### config.mk
export PLATFORM = sky130hd
export DESIGN_NAME = cla_arbiter
export DESIGN_NICKNAME = d
export VERILOG_FILES = /design/src/rtl/cla_arb_pkg.sv /design/src/rtl/rr_arbiter.sv /design/src/rtl/cla_arbiter.sv
export SDC_FILE = /design/constraint.sdc
export NUM_CORES = 1
export LEC_CHECK = 0
export ABC_AREA = 1
export CAP_MARGIN = 20
export CORE_MARGIN = 2
export CORE_UTILIZATION = 37
export CTS_BUF_LIST = sky130_fd_sc_hd__clkbuf_16
export CTS_CLUSTER_DIAMETER = 40
export DETAILED_ROUTE_END_ITERATION = 7
export PLACE_DENSITY = 0.78
export SKIP_LAST_GASP = 1
export SLEW_MARGIN = 15
export SYNTH_ARGS = -nofsm -noshare
export SYNTH_HDL_FRONTEND = slang
export SYNTH_HIERARCHICAL = 1
export SYNTH_SLANG_ARGS = --single-unit
### constraint.sdc
create_clock -name clk -period 2.05 [get_ports clk]
set_clock_uncertainty 0.05 [all_clocks]
set_input_delay 0.205 -clock clk [delete_from_list [all_inputs] [get_ports clk]]
set_output_delay 0.205 -clock clk [all_outputs]
set_load 0.02 [all_outputs]
### src/rtl/cla_arb_pkg.sv
// Shared types and defaults for the CLA arbiter slice.
package cla_arb_pkg;

   typedef enum logic [1:0] {
      IDLE = 2'd0,
      CALC = 2'd1,
      RESP = 2'd2
   } state_t;

   localparam int unsigned CLA_ARB_WIDTH = 16;
   localparam int unsigned CLA_ARB_NREQ  = 4;

endpackage

### src/rtl/rr_arbiter.sv
// Round-robin grant selection: search starts one past the last granted
// requester and wraps modulo NREQ. The grant is one-hot and only asserted
// while enabled; grant_idx always reports the winner of the search.
module rr_arbiter
   import cla_arb_pkg::*;
#(
   parameter int unsigned NREQ = CLA_ARB_NREQ,
   parameter int unsigned IDW  = $clog2(NREQ)
) (
   input  logic [NREQ-1:0] req,
   input  logic [IDW-1:0]  last_grant,
   input  logic            en,
   output logic [NREQ-1:0] grant,
   output logic [IDW-1:0]  grant_idx
);

   logic           found;
   int unsigned    cand;
   logic [IDW-1:0] cand_idx;

   // Rotating priority search, first valid requester after last_grant wins
   always_comb begin
      grant     = '0;
      grant_idx = last_grant;
      found     = 1'b0;
      cand      = 0;
      cand_idx  = '0;
      for (int unsigned k = 1; k <= NREQ; k++) begin
         cand     = (32'(last_grant) + k) % NREQ;
         cand_idx = IDW'(cand);
         if (!found && req[cand_idx]) begin
            found     = 1'b1;
            grant_idx = cand_idx;
         end
      end
      if (en && found) begin
         grant[grant_idx] = 1'b1;
      end
   end

endmodule

### src/rtl/cla_arbiter.sv
// Arbitrates NREQ requesters onto one shared external carry-lookahead adder.
// One operation at a time: IDLE -> CALC (operands presented) -> RESP (result
// held until consumed). A new request may be accepted in the same cycle the
// result is consumed, giving one result every two cycles.
// Optional feature: define CLA_ARB_STATS_EN to add the saturating ovf_cnt
// output counting results captured with carry-out set.
module cla_arbiter
   import cla_arb_pkg::*;
#(
   parameter int unsigned WIDTH = CLA_ARB_WIDTH,
   parameter int unsigned NREQ  = CLA_ARB_NREQ
) (
   input  logic                      clk,
   input  logic                      rst_n,
   input  logic [NREQ-1:0]           req_valid,
   output logic [NREQ-1:0]           req_ready,
   input  logic [NREQ*WIDTH-1:0]     req_a,
   input  logic [NREQ*WIDTH-1:0]     req_b,
   output logic [WIDTH-1:0]          add_a,
   output logic [WIDTH-1:0]          add_b,
   input  logic [WIDTH:0]            add_z,
   output logic                      rsp_valid,
   input  logic                      rsp_ready,
   output logic [WIDTH:0]            rsp_z,
   output logic [$clog2(NREQ)-1:0]   rsp_id,
   output logic                      busy
`ifdef CLA_ARB_STATS_EN
   ,
   output logic [7:0]                ovf_cnt
`endif
);

   localparam int unsigned IDW = $clog2(NREQ);

   state_t             state_q, state_d;
   logic [IDW-1:0]     last_grant_q, last_grant_d;
   logic [WIDTH-1:0]   op_a_q, op_a_d;
   logic [WIDTH-1:0]   op_b_q, op_b_d;
   logic [IDW-1:0]     op_id_q, op_id_d;
   logic [WIDTH:0]     rsp_z_q, rsp_z_d;
   logic [IDW-1:0]     rsp_id_q, rsp_id_d;

   logic               arb_en;
   logic [NREQ-1:0]    grant;
   logic [IDW-1:0]     grant_idx;
   logic               hs;

   // Accept window: idle, or result being consumed this cycle; never in reset
   always_comb begin
      arb_en = rst_n && ((state_q == IDLE) || ((state_q == RESP) && rsp_ready));
   end

   rr_arbiter #(
      .NREQ (NREQ),
      .IDW  (IDW)
   ) u_rr_arbiter (
      .req        (req_valid),
      .last_grant (last_grant_q),
      .en         (arb_en),
      .grant      (grant),
      .grant_idx  (grant_idx)
   );

   assign hs        = |grant;
   assign req_ready = grant;
   assign add_a     = op_a_q;
   assign add_b     = op_b_q;
   assign rsp_valid = (state_q == RESP);
   assign busy      = (state_q != IDLE);
   assign rsp_z     = rsp_z_q;
   assign rsp_id    = rsp_id_q;

   // Next-state, operand capture on handshake, result capture in CALC
   always_comb begin
      state_d      = state_q;
      last_grant_d = last_grant_q;
      op_a_d       = op_a_q;
      op_b_d       = op_b_q;
      op_id_d      = op_id_q;
      rsp_z_d      = rsp_z_q;
      rsp_id_d     = rsp_id_q;
      case (state_q)
         IDLE: begin
            if (hs) state_d = CALC;
         end
         CALC: begin
            rsp_z_d  = add_z;
            rsp_id_d = op_id_q;
            state_d  = RESP;
         end
         RESP: begin
            if (rsp_ready) state_d = hs ? CALC : IDLE;
         end
         default: state_d = IDLE;
      endcase
      if (hs) begin
         last_grant_d = grant_idx;
         op_a_d       = req_a[32'(grant_idx)*WIDTH +: WIDTH];
         op_b_d       = req_b[32'(grant_idx)*WIDTH +: WIDTH];
         op_id_d      = grant_idx;
      end
   end

   // State and datapath registers
   always_ff @(posedge clk or negedge rst_n) begin
      if (!rst_n) begin
         state_q      <= IDLE;
         last_grant_q <= IDW'(NREQ - 1);
         op_a_q       <= '0;
         op_b_q       <= '0;
         op_id_q      <= '0;
         rsp_z_q      <= '0;
         rsp_id_q     <= '0;
      end else begin
         state_q      <= state_d;
         last_grant_q <= last_grant_d;
         op_a_q       <= op_a_d;
         op_b_q       <= op_b_d;
         op_id_q      <= op_id_d;
         rsp_z_q      <= rsp_z_d;
         rsp_id_q     <= rsp_id_d;
      end
   end

`ifdef CLA_ARB_STATS_EN
   logic [7:0] ovf_cnt_q, ovf_cnt_d;

   // Saturating count of results captured with carry-out set
   always_comb begin
      ovf_cnt_d = ovf_cnt_q;
      if ((state_q == CALC) && add_z[WIDTH] && (ovf_cnt_q != '1)) begin
         ovf_cnt_d = ovf_cnt_q + 8'd1;
      end
   end

   // Overflow counter register
   always_ff @(posedge clk or negedge rst_n) begin
      if (!rst_n) ovf_cnt_q <= '0;
      else        ovf_cnt_q <= ovf_cnt_d;
   end

   assign ovf_cnt = ovf_cnt_q;
`endif

endmodule
# Yosys cells after proc, flatten, opt, wreduce, memory -nomap -nowiden
# Cells that the tools add are included.
[totals]
word_cells = 61
ff_bits = 57
in_bits = 152
[op_classes]
shifts = 2
add_sub_neg = 4
n_eq_ne = 4
muxes = 23
reduce_logical = 15
n_lt_le_gt_ge = 6
[ops]
columns = ["cell", "n"]
rows = [
  ["$shiftx 64x7->16", 2],
  ["$lt 2x3->1 const B", 5],
  ["$mux 2", 6],
  ["$mux 1", 10],
  ["$bmux 1 s2", 4],
  ["$logic_and 1x1->1", 7],
  ["$pmux 2 s3", 1],
  ["$add 2x1->2 const B", 2],
  ["$add 2x2->2 const B", 2],
  ["$mux 4", 1],
  ["$reduce_or 4->1", 1],
  ["$logic_not 1->1", 3],
  ["$demux 1 s2", 1],
  ["$eq 2x1->1 const B", 1],
  ["$eq 2x2->1 const B", 1],
  ["$ge 2x1->1 const B", 1],
  ["$logic_not 2->1", 1],
  ["$ne 2x1->1 const B", 1],
  ["$ne 2x2->1 const B", 1],
  ["$reduce_and 2->1", 1],
  ["$reduce_bool 2->1", 1],
  ["$logic_or 1x1->1", 1],
]

# Depth between registers and ports, before layout
# Gate-level depths: netlist of the first run.
[depth]
depth_word = 22
ltp_mapped = 17
ltp_nobuf = 15

# By module
# The synthesis of the first run kept the hierarchy.
[by_module_without_submodules]
columns = ["module", "seq_area_each_um2", "instances", "area_per_inst_um2", "cells_per_inst"]
rows = [
  ["cla_arbiter", 1428.9, 1, 3772.4, 615],
  ["rr_arbiter", 0.0, 1, 371.6, 78],
]

# Worst setup path after synthesis of the first run
# OpenSTA, ideal clock, no wires.
[synth_timing]
kind = "flip-flop to flip-flop"
startpoint = "reg last_grant_q[0]"
endpoint = "reg op_a_q[5], in the netlist add_a[5]"
path_buffers = 2
period_less_slack_ps = 2421
setup_ps = 65
stages_incl_launch_ff = 17
t_required_ps = 1935
arrival_ps = 2306
setup_slack_ps = -371
cell_sequence = "dfstp_2 buf_6 nand2_1 nand2_1 nand2_4 nand2_4 nor2_4 nand2_2 nand2_1 nand2_2 nand2_1 nor2_1 nor2_4 nand2_2 buf_2 nand2_1 nand2_1"
[synth_between]
elab_chain_cells = 19
elab_cells_between_ends = 35
classes_between = "add/sub: 4; order compare: 2; shift: 1; mux: 19; reduce/logical: 9"
[synth_lines]
columns = ["item", "line_no", "source"]
rows = [
  ["from (decl)", "cla_arbiter.sv:36", "logic [IDW-1:0] last_grant_q, last_grant_d;"],
  ["from (signal assigned)", "cla_arbiter.sv:108", "last_grant_q <= IDW'(NREQ - 1);"],
  ["from (signal assigned)", "cla_arbiter.sv:116", "last_grant_q <= last_grant_d;"],
  ["$add 2x1->2", "rr_arbiter.sv:29", "cand = (32'(last_grant) + k) % NREQ;"],
  ["$bmux 1 s2", "rr_arbiter.sv:31", "if (!found && req[cand_idx]) begin"],
  ["$mux 1 (not written as such)", "rr_arbiter.sv:31", ""],
  ["$mux 1", "rr_arbiter.sv:31", ""],
  ["$logic_not 1->1", "rr_arbiter.sv:31", ""],
  ["$logic_and 1x1->1", "rr_arbiter.sv:31", ""],
  ["$mux 1", "rr_arbiter.sv:31", ""],
  ["$logic_not 1->1", "rr_arbiter.sv:31", ""],
  ["(+5 left out)", "-", ""],
  ["net grant_idx[0]", "cla_arbiter.sv:45", "logic [IDW-1:0] grant_idx;"],
  ["$lt 2x3->1 (not written as such) or $ge 2x1->1 (tied branches)", "rr_arbiter.sv:37", "grant[grant_idx] = 1'b1;"],
  ["$logic_and 1x1->1 (not written as such)", "rr_arbiter.sv:37", ""],
  ["$mux 1 (not written as such)", "rr_arbiter.sv:37", ""],
  ["$demux 1 s2 (*)", "-", ""],
  ["$mux 4 (*)", "rr_arbiter.sv:36", "if (en && found) begin"],
  ["net req_ready[1]", "cla_arbiter.sv:16", "output logic [NREQ-1:0] req_ready,"],
  ["$reduce_or 4->1 (*)", "cla_arbiter.sv:64", "assign hs = |grant;"],
  ["to (signal assigned)", "cla_arbiter.sv:117", "op_a_q <= op_a_d;"],
  ["to (decl)", "cla_arbiter.sv:37", "logic [WIDTH-1:0] op_a_q, op_a_d;"],
]
# Mark *: on every way through the listed nets, which the timed path passes. The rest lies on a longest branch. The select of a mux whose other input is x is not followed.
# A chain may end at the register's enable or synchronous reset.

# Final worst setup path of the first run
[layout_timing]
startpoint = "reg last_grant_q[0]"
endpoint = "out req_ready[1]"
[layout_between]
elab_chain_cells = 18
elab_cells_between_ends = 33
classes_between = "add/sub: 4; order compare: 2; mux: 19; reduce/logical: 8"
[layout_lines]
columns = ["item", "line_no"]
rows = [
  ["$add 2x1->2", "rr_arbiter.sv:29"],
  ["$bmux 1 s2", "rr_arbiter.sv:31"],
  ["$mux 1 (not written as such)", "rr_arbiter.sv:31"],
  ["$mux 1", "rr_arbiter.sv:31"],
  ["$logic_not 1->1", "rr_arbiter.sv:31"],
  ["$logic_and 1x1->1", "rr_arbiter.sv:31"],
  ["$mux 1", "rr_arbiter.sv:31"],
  ["$logic_not 1->1", "rr_arbiter.sv:31"],
  ["(+3 left out)", "-"],
  ["$logic_and 1x1->1", "rr_arbiter.sv:31"],
  ["$mux 2 (*)", "rr_arbiter.sv:31"],
  ["net grant_idx[0]", "cla_arbiter.sv:45"],
  ["$lt 2x3->1 (not written as such) or $ge 2x1->1 (tied branches)", "rr_arbiter.sv:37"],
  ["$logic_and 1x1->1 (not written as such)", "rr_arbiter.sv:37"],
  ["$mux 1 (not written as such)", "rr_arbiter.sv:37"],
  ["$demux 1 s2 (*)", "-"],
  ["$mux 4 (*)", "rr_arbiter.sv:36"],
  ["to (decl)", "cla_arbiter.sv:16"],
]
# Marks and branches as above.

==> results of run 1 <==
[power groups by stage]
| stage | Sequential (W) | Clock (W) | Combinational, W |
|---|---|---|---|
| 2_1_floorplan | 0.00266 | 0 | 0.00643 |
| 3_3_place_gp | 0.00206 | 0 | 0.0105 |
| 3_5_place_dp | 0.00208 | 0 | 0.0106 |
| 4_1_cts | 0.00208 | 0.00179 | 0.0120 |
| 5_1_grt | 0.00215 | 0.00184 | 0.0133 |
| 6_report | 0.00208 | 0.00176 | 0.0121 |
[state kept, by name, indices dropped and copies added, names as in the netlist]
register	cells
add_a	16
add_b	16
last_grant_q	2
op_id_q	2
rsp_id	2
rsp_z	17
state_q	2
[per-stage QoR]
stage               power [W]  TNS, ns  area, um2  hold WS, ns
floorplan             0.00909    -2.84       4220       -0.141
detailed placement     0.0127   -16.44       6550        0.367
CTS                    0.0159   -11.46       7160       0.0267
finish                 0.0160   -12.08       7210      0.00566
global placement       0.0125   -14.87       6550        0.367
global route           0.0173   -17.75       7210       0.0655
[kinds of logic (layout without fill, tap and decap cells)]
logic type	count (synthesis)	in the layout	synth area share (%)
simple gates	451	451	46.4
buf+inv	174	404	17.7
compound gates	11	11	1.39
flops	57	57	34.5
[cell type report]
type | count | area (um2) | area share, %
multi-input combinational | 462 | 2090 | 29.0
clock inverter | 7 | 125 | 1.74
tap | 140 | 175 | 2.43
timing repair buffer | 250 | 2630 | 36.4
inverter | 138 | 536 | 7.43
clock buffer | 9 | 225 | 3.13
sequential | 57 | 1430 | 19.8
[how the worst min path moves through the flow]
stage                           endpoint  slack, ns
global route        rsp_z[5]$_DFFE_PN0N_       0.07
finish              rsp_z[5]$_DFFE_PN0N_      0.006
floorplan           add_a[0]$_DFFE_PN0P_      -0.14
CTS                 rsp_z[2]$_DFFE_PN0N_       0.03
detailed placement  rsp_z[5]$_DFFE_PN0N_       0.37
global placement    rsp_z[5]$_DFFE_PN0N_       0.37
[critical path: cells and delay by family (launching register included)]
family,cells,cell delay [ns]
simple gates,9,0.97
flops,1,0.62
buf+inv,2,0.24
[layer usage]
metal / vias to the layer above / share of wire [%] / wire length [um] / GRT usage (%)
li1: 2514 / - / - / -
met1: 2188 / 44 / 6240 / 31.1
met2: 135 / 49 / 7060 / 40.6
met3: 28 / 4.4 / 625 / 3.85
met4: 0 / 2.6 / 367 / 9.13
met5: - / 0 / 0 / 0
[layout by cell type (no fill, tap or decap), types with 5 or more instances in the layout]
master / count
nand2_1: 292
buf_12: 8
dfrtp_1: 55
o21ai_0: 5
clkbuf_16: 10
clkdlybuf4s50_1: 202
nand2_2: 8
nor2_4: 7
buf_4: 23
nand2_4: 11
nand3_1: 125
buf_6: 9
inv_1: 131
[timing repair]
item / in CTS / in global routing
gates cloned: 4 / 1
pin swaps: 14 / 1
endpoints found under the setup margin: 42 / 41
gates resized for setup: 57 / 3
buffers inserted: 5 / 1
==> flow_metrics.py, run 1 <==
metrics = {
    "floorplanning": {
        "rows": 38,
        "core_um2": 10900,
        "die_x_um": 110,
        "fp.dieH_um": 110,
        "initial_core_util_pct": 38.1,
        "io_pins": 209,
        "die_area_um2": 12100,
    },
    "placed_design": {
        "dp.cells": 1036,
        "dp_hpwl_um": 9910,
        "place_congestion": 0.832,
        "place_ws_ns": -0.460,
        "numPortBuffers": 208,
    },
    "logic_synthesis": {
        "ys_seq_elements": 57,
        "synth_common_cells": "nand2_1, inv_1, nand3_1",
        "netlist_area_um2": 4140,
        "synth_ff_type": "dfrtp_1",
        "synth_most_common_cell": "nand2_1",
        "synth_area_leaders": "dfrtp_1, nand2_1, nand3_1",
        "synth-edff-count": 0,
        "yosys_warnings": 6,
        "syn_area_per_cell_um2": 5.98,
        "synthArstFlopShare_pct": 100,
        "synth.largest_area_cell": "dfrtp_1",
        "seq_area_frac_synth_pct": 34.5,
        "ys_types": 22,
        "yosysTopAreaCellShare_pct": 33.2,
        "syn-num-nets": 845,
        "netlist_instances": 693,
    },
    "sta": {
        "setup_ws_ns": -0.374,
        "rsz0062_at_grt": "true",
        "fmax_mhz": 412,
        "relSlewSlack_pct": 50.4,
        "min_period_over_period_pct": 118,
        "final-setup-viol-count": 41,
        "post-route-min-period_ns": 2.42,
        "worstMarginPinSlew_ns": 0.743,
        "slew_viol_final": 0,
        "finalHoldViolations": 0,
    },
    "power": {
        "intPower_w": 0.00831,
        "switching_share_pct": 47.9,
        "switchingPower_w": 0.00765,
        "p_seq_share_pct": 13.1,
        "pwr-share-clk_pct": 11.1,
        "peakVddDrop_mv": 1.60,
        "p_per_area_nw_per_um2": 2210,
        "pwr-share-comb_pct": 75.9,
        "power.leakage_nw": 3.94,
    },
    "final_layout": {
        "drive_gt1_share_pct": 11.1,
        "stdcell_count": 1063,
        "num_antenna_cells": 0,
        "num-nets-final": 1070,
        "fin_util_pct": 66.2,
        "n_fill_cell": 1003,
        "syn_to_final_growth_pct": 73.9,
    },
    "clocking": {
        "clock_latency_ns": 0.32,
        "clock_path_buffers": 2,
        "tritoncts": "yes",
        "root_buffer": "clkbuf_16",
        "cts_max_level": 3,
        "cts.clk_slew.worst_paths_ns": 0.06,
        "cts_hold_buffers": 0,
        "cts_buffers": 9,
        "cts.sinks": 57,
    },
    "setup_path": {
        "critPathKind": "register to primary output",
        "worstPathRequired_ns": 1.79,
        "r2r_setup_slack_ns": -0.34,
        "slowest_delay_ns": 0.62,
        "regToRegStartpoint": "last_grant_q[0]$_DFFE_PN1P_",
        "cp_slowest_cell": "dfstp_2",
        "path_cells": "inv_4 -> nand2_2 -> nand2_4 -> nand2_4 -> nand2_4 -> nor2_4 -> nand3_1 -> nand2_4 -> nand2_4 -> nor2_4 -> buf_4",
        "worstSetupStartpoint": "last_grant_q[0]$_DFFE_PN1P_",
        "critPathCaptureType": "primary output",
        "worstSetupEndpoint": "req_ready[1]",
        "crit_top_cell": "nand2_4",
        "timing.rr.end": "op_id_q[0]$_DFFE_PN0P_",
        "ff2ff_path_depth": 16,
        "worst_ep_arrival_time_ns": 2.17,
        "crit_fanout": 8,
        "cp-start-kind": "register",
    },
    "global_route": {
        "grt_pass1_vias": 4598,
        "overflow": 0,
        "grt_max_degree": 58,
        "antenna_found_initial": 0,
        "grt_pass1_wl_um": 22600,
        "grt_usage_pct": 24.2,
    },
    "run_status": {
        "violations": "setup timing",
        "outcome": "finished, violations left",
    },
    "job": {
        "drv_cap": 0,
    },
    "detailed_routing": {
        "final_antenna_net_count": 0,
        "avgViaCountPerCell": 4.58,
        "drtPass1Iterations": 4,
        "vias": 4865,
        "wl_per_cell_um": 13.5,
        "drt_iter0_drc": 240,
        "drc_errors": 0,
        "routed_wl_um": 14300,
    },
    "worst_hold_path": {
        "min_path_type": "primary input to async pin",
    },
}
Note: power is estimated with default switching activity, not from simulation.
==> inputs of run 2 (changes only) <==
--- a/config.mk
+++ b/config.mk
@@ -8,11 +8,11 @@
 export ABC_AREA = 1
 export CAP_MARGIN = 20
 export CORE_MARGIN = 2
-export CORE_UTILIZATION = 37
+export CORE_UTILIZATION = 41
 export CTS_BUF_LIST = sky130_fd_sc_hd__clkbuf_16
 export CTS_CLUSTER_DIAMETER = 40
 export DETAILED_ROUTE_END_ITERATION = 7
-export PLACE_DENSITY = 0.78
+export PLACE_DENSITY = 0.82
 export SKIP_LAST_GASP = 1
 export SLEW_MARGIN = 15
 export SYNTH_ARGS = -nofsm -noshare
==> constraint.sdc (replaced) <==
create_clock -name clk -period 2.7 [get_ports clk]
set_clock_uncertainty 0.05 [all_clocks]
set_input_delay 0.27 -clock clk [delete_from_list [all_inputs] [get_ports clk]]
set_output_delay 0.27 -clock clk [all_outputs]
set_load 0.02 [all_outputs]
==> run 2 against run 1 <==
- the run now ends clean
- flip-flop and latch count stayed put
- via count is 2.7% lower
- sequential share of layout area is 1.5 points higher
- critical path depth is 1 higher
- cell count is 2.7% lower
- final area is 7.2% lower
- global-route usage is 0.11 points higher
- count of clock-buffer cells in the layout stayed put
- largest cell class unchanged
- largest power group unchanged
- highest routed layer unchanged
==> flow_metrics.py, run 2 (synthesized netlist as in run 1, its figures left out) <==
metrics = {
    "setup_path": {
        "r2r_setup_slack_ns": 0.20,
        "worstSetupStartpoint": "last_grant_q[0]$_DFFE_PN1P_",
        "worst_ep_arrival_time_ns": 2.23,
        "crit_fanout": 7,
        "ff2ff_path_depth": 17,
        "worstSetupEndpoint": "req_ready[2]",
        "critPathCaptureType": "primary output",
        "regToRegStartpoint": "last_grant_q[0]$_DFFE_PN1P_",
        "worstPathRequired_ns": 2.38,
        "critPathKind": "register to primary output",
        "cp-start-kind": "register",
        "timing.rr.end": "op_id_q[1]$_DFFE_PN0P_",
    },
    "detailed_routing": {
        "vias": 4733,
        "wl_per_cell_um": 12.5,
        "routed_wl_um": 13000,
        "drt_iter0_drc": 218,
        "drc_errors": 0,
        "avgViaCountPerCell": 4.58,
        "final_antenna_net_count": 0,
        "drtPass1Iterations": 5,
    },
    "final_layout": {
        "largest_reg_flops": 17,
        "num_antenna_cells": 0,
        "n_fill_cell": 898,
        "num-nets-final": 1048,
        "fin_util_pct": 68.4,
        "final_common_cell": "nand2_1",
        "layout_common_cells": "nand2_1, clkdlybuf4s50_1, inv_1",
        "regArea_um2": 1430,
        "drive_gt1_share_pct": 7.44,
        "multi_input_area_um2": 2000,
        "syn_to_final_growth_pct": 61.3,
    },
    "job": {
        "drv_cap": 0,
    },
    "power": {
        "p_per_area_nw_per_um2": 1520,
        "total_power_w": 0.0102,
        "peakVddDrop_mv": 1.22,
        "power.leakage_nw": 3.70,
    },
    "floorplanning": {
        "initial_core_util_pct": 42.4,
        "io_pins": 209,
        "die_area_um2": 10900,
        "core_um2": 9770,
        "die_x_um": 105,
        "rows": 36,
        "fp.dieH_um": 105,
    },
    "sta": {
        "min_period_over_period_pct": 94.4,
        "relSlewSlack_pct": 51.0,
        "post-route-min-period_ns": 2.55,
        "fmax_mhz": 392,
        "final-setup-viol-count": 0,
        "rsz0062_at_grt": "true",
        "slew_viol_final": 0,
        "finalHoldViolations": 0,
        "worstMarginPinSlew_ns": 0.735,
    },
    "global_route": {
        "grt_pass1_wl_um": 21700,
        "grt_pass1_vias": 4474,
        "overflow": 0,
        "antenna_found_initial": 0,
        "grt_max_degree": 58,
        "grt_usage_pct": 24.3,
    },
    "clocking": {
        "cts_max_level": 3,
        "cts_hold_buffers": 0,
        "cts_buffers": 9,
        "clock_latency_ns": 0.31,
        "cts.clk_slew.worst_paths_ns": 0.06,
        "clock_path_buffers": 2,
        "cts.sinks": 57,
        "root_buffer": "clkbuf_16",
        "tritoncts": "yes",
    },
    "placed_design": {
        "dp_hpwl_um": 9340,
        "place_congestion": 0.836,
        "numPortBuffers": 208,
    },
    "run_status": {
        "outcome": "completed",
    },
    "worst_hold_path": {
        "min_path_type": "primary input to async pin",
    },
}
run 2: worst max-delay path: stages (launching register included):
cell and delay [ns]:
dfstp_2 0.61, buf_4 0.16, nand2_1 0.06, nand2_2 0.09, nand2_2 0.09, nand2_4 0.12
nor2_4 0.05, nand2_2 0.10, nand2_1 0.07, nand2_1 0.06, nand2_1 0.11, nor2_2 0.18
clkbuf_2 0.21
run 2: layout make-up:
cell class	count	area share [%]
repair buffers	228	33.6
multi-input cells	462	30.0
flip-flops and latches	57	21.4
inverters	138	7.82
clock buffers	9	3.37
well taps	133	2.49
clock inverters	7	1.40
run 2: worst min path at each step:
stage	cells past startpoint	to	from	slack, ns
global route	2	rsp_z[16]$_DFFE_PN0N_	rst_n	0.13
CTS	2	rsp_z[9]$_DFFE_PN0N_	rst_n	0.09
global placement	2	rsp_z[6]$_DFFE_PN0N_	rsp_z[6]$_DFFE_PN0N_	0.40
detailed placement	2	rsp_z[15]$_DFFE_PN0N_	rsp_z[15]$_DFFE_PN0N_	0.41
floorplan	0	add_a[0]$_DFFE_PN0P_	rst_n	-0.08
finish	2	rsp_z[5]$_DFFE_PN0N_	rst_n	0.06
run 2: where the power goes:
group          switching [W]  leakage (nW)  total (W)  internal [W]
clock               0.000414         0.153    0.00122      0.000807
combinational        0.00457          2.84    0.00740       0.00283
sequential          0.000225         0.704    0.00157       0.00134
total                0.00521          3.70     0.0102       0.00498
run 2: per-layer routing:
layer	part of all wire (%)	global-route usage [%]
met1	42	30.1
met2	51	42.8
met3	5.3	4.62
met4	1.7	6.95
met5	0	0
run 2: repair_timing:
action	in CTS	in global routing
hold endpoints to repair	0	0
setup buffers	0	2
gates resized for setup	8	19
cloned	0	0
endpoints found under the setup margin	4	39
run 2: metrics by stage:
| step | hold WS (ns) | TNS (ns) | cell area (um2) | worst slack [ns] | cells |
|---|---|---|---|---|---|
| 2_1_floorplan | -0.0756 | 0 | 4140 | 0.279 | 693 |
| 3_3_place_gp | 0.403 | -0.0256 | 6330 | -0.0247 | 1016 |
| 3_5_place_dp | 0.407 | -0.144 | 6330 | -0.0882 | 1016 |
| 4_1_cts | 0.0893 | -0.0729 | 6650 | -0.0729 | 1032 |
| 5_1_grt | 0.129 | -0.0653 | 6690 | -0.0240 | 1034 |
| 6_report | 0.0554 | 0 | 6690 | 0.151 | 1034 |
==> inputs of run 3 (changes only) <==
--- a/config.mk
+++ b/config.mk
@@ -11,6 +11,7 @@
 export CORE_UTILIZATION = 41
 export CTS_BUF_LIST = sky130_fd_sc_hd__clkbuf_16
 export CTS_CLUSTER_DIAMETER = 40
+export CTS_CLUSTER_SIZE = 30
 export DETAILED_ROUTE_END_ITERATION = 7
 export PLACE_DENSITY = 0.82
 export SKIP_LAST_GASP = 1
==> results of run 3 <==
No change in the layout: final DEF, timing and power equal those of run 2.
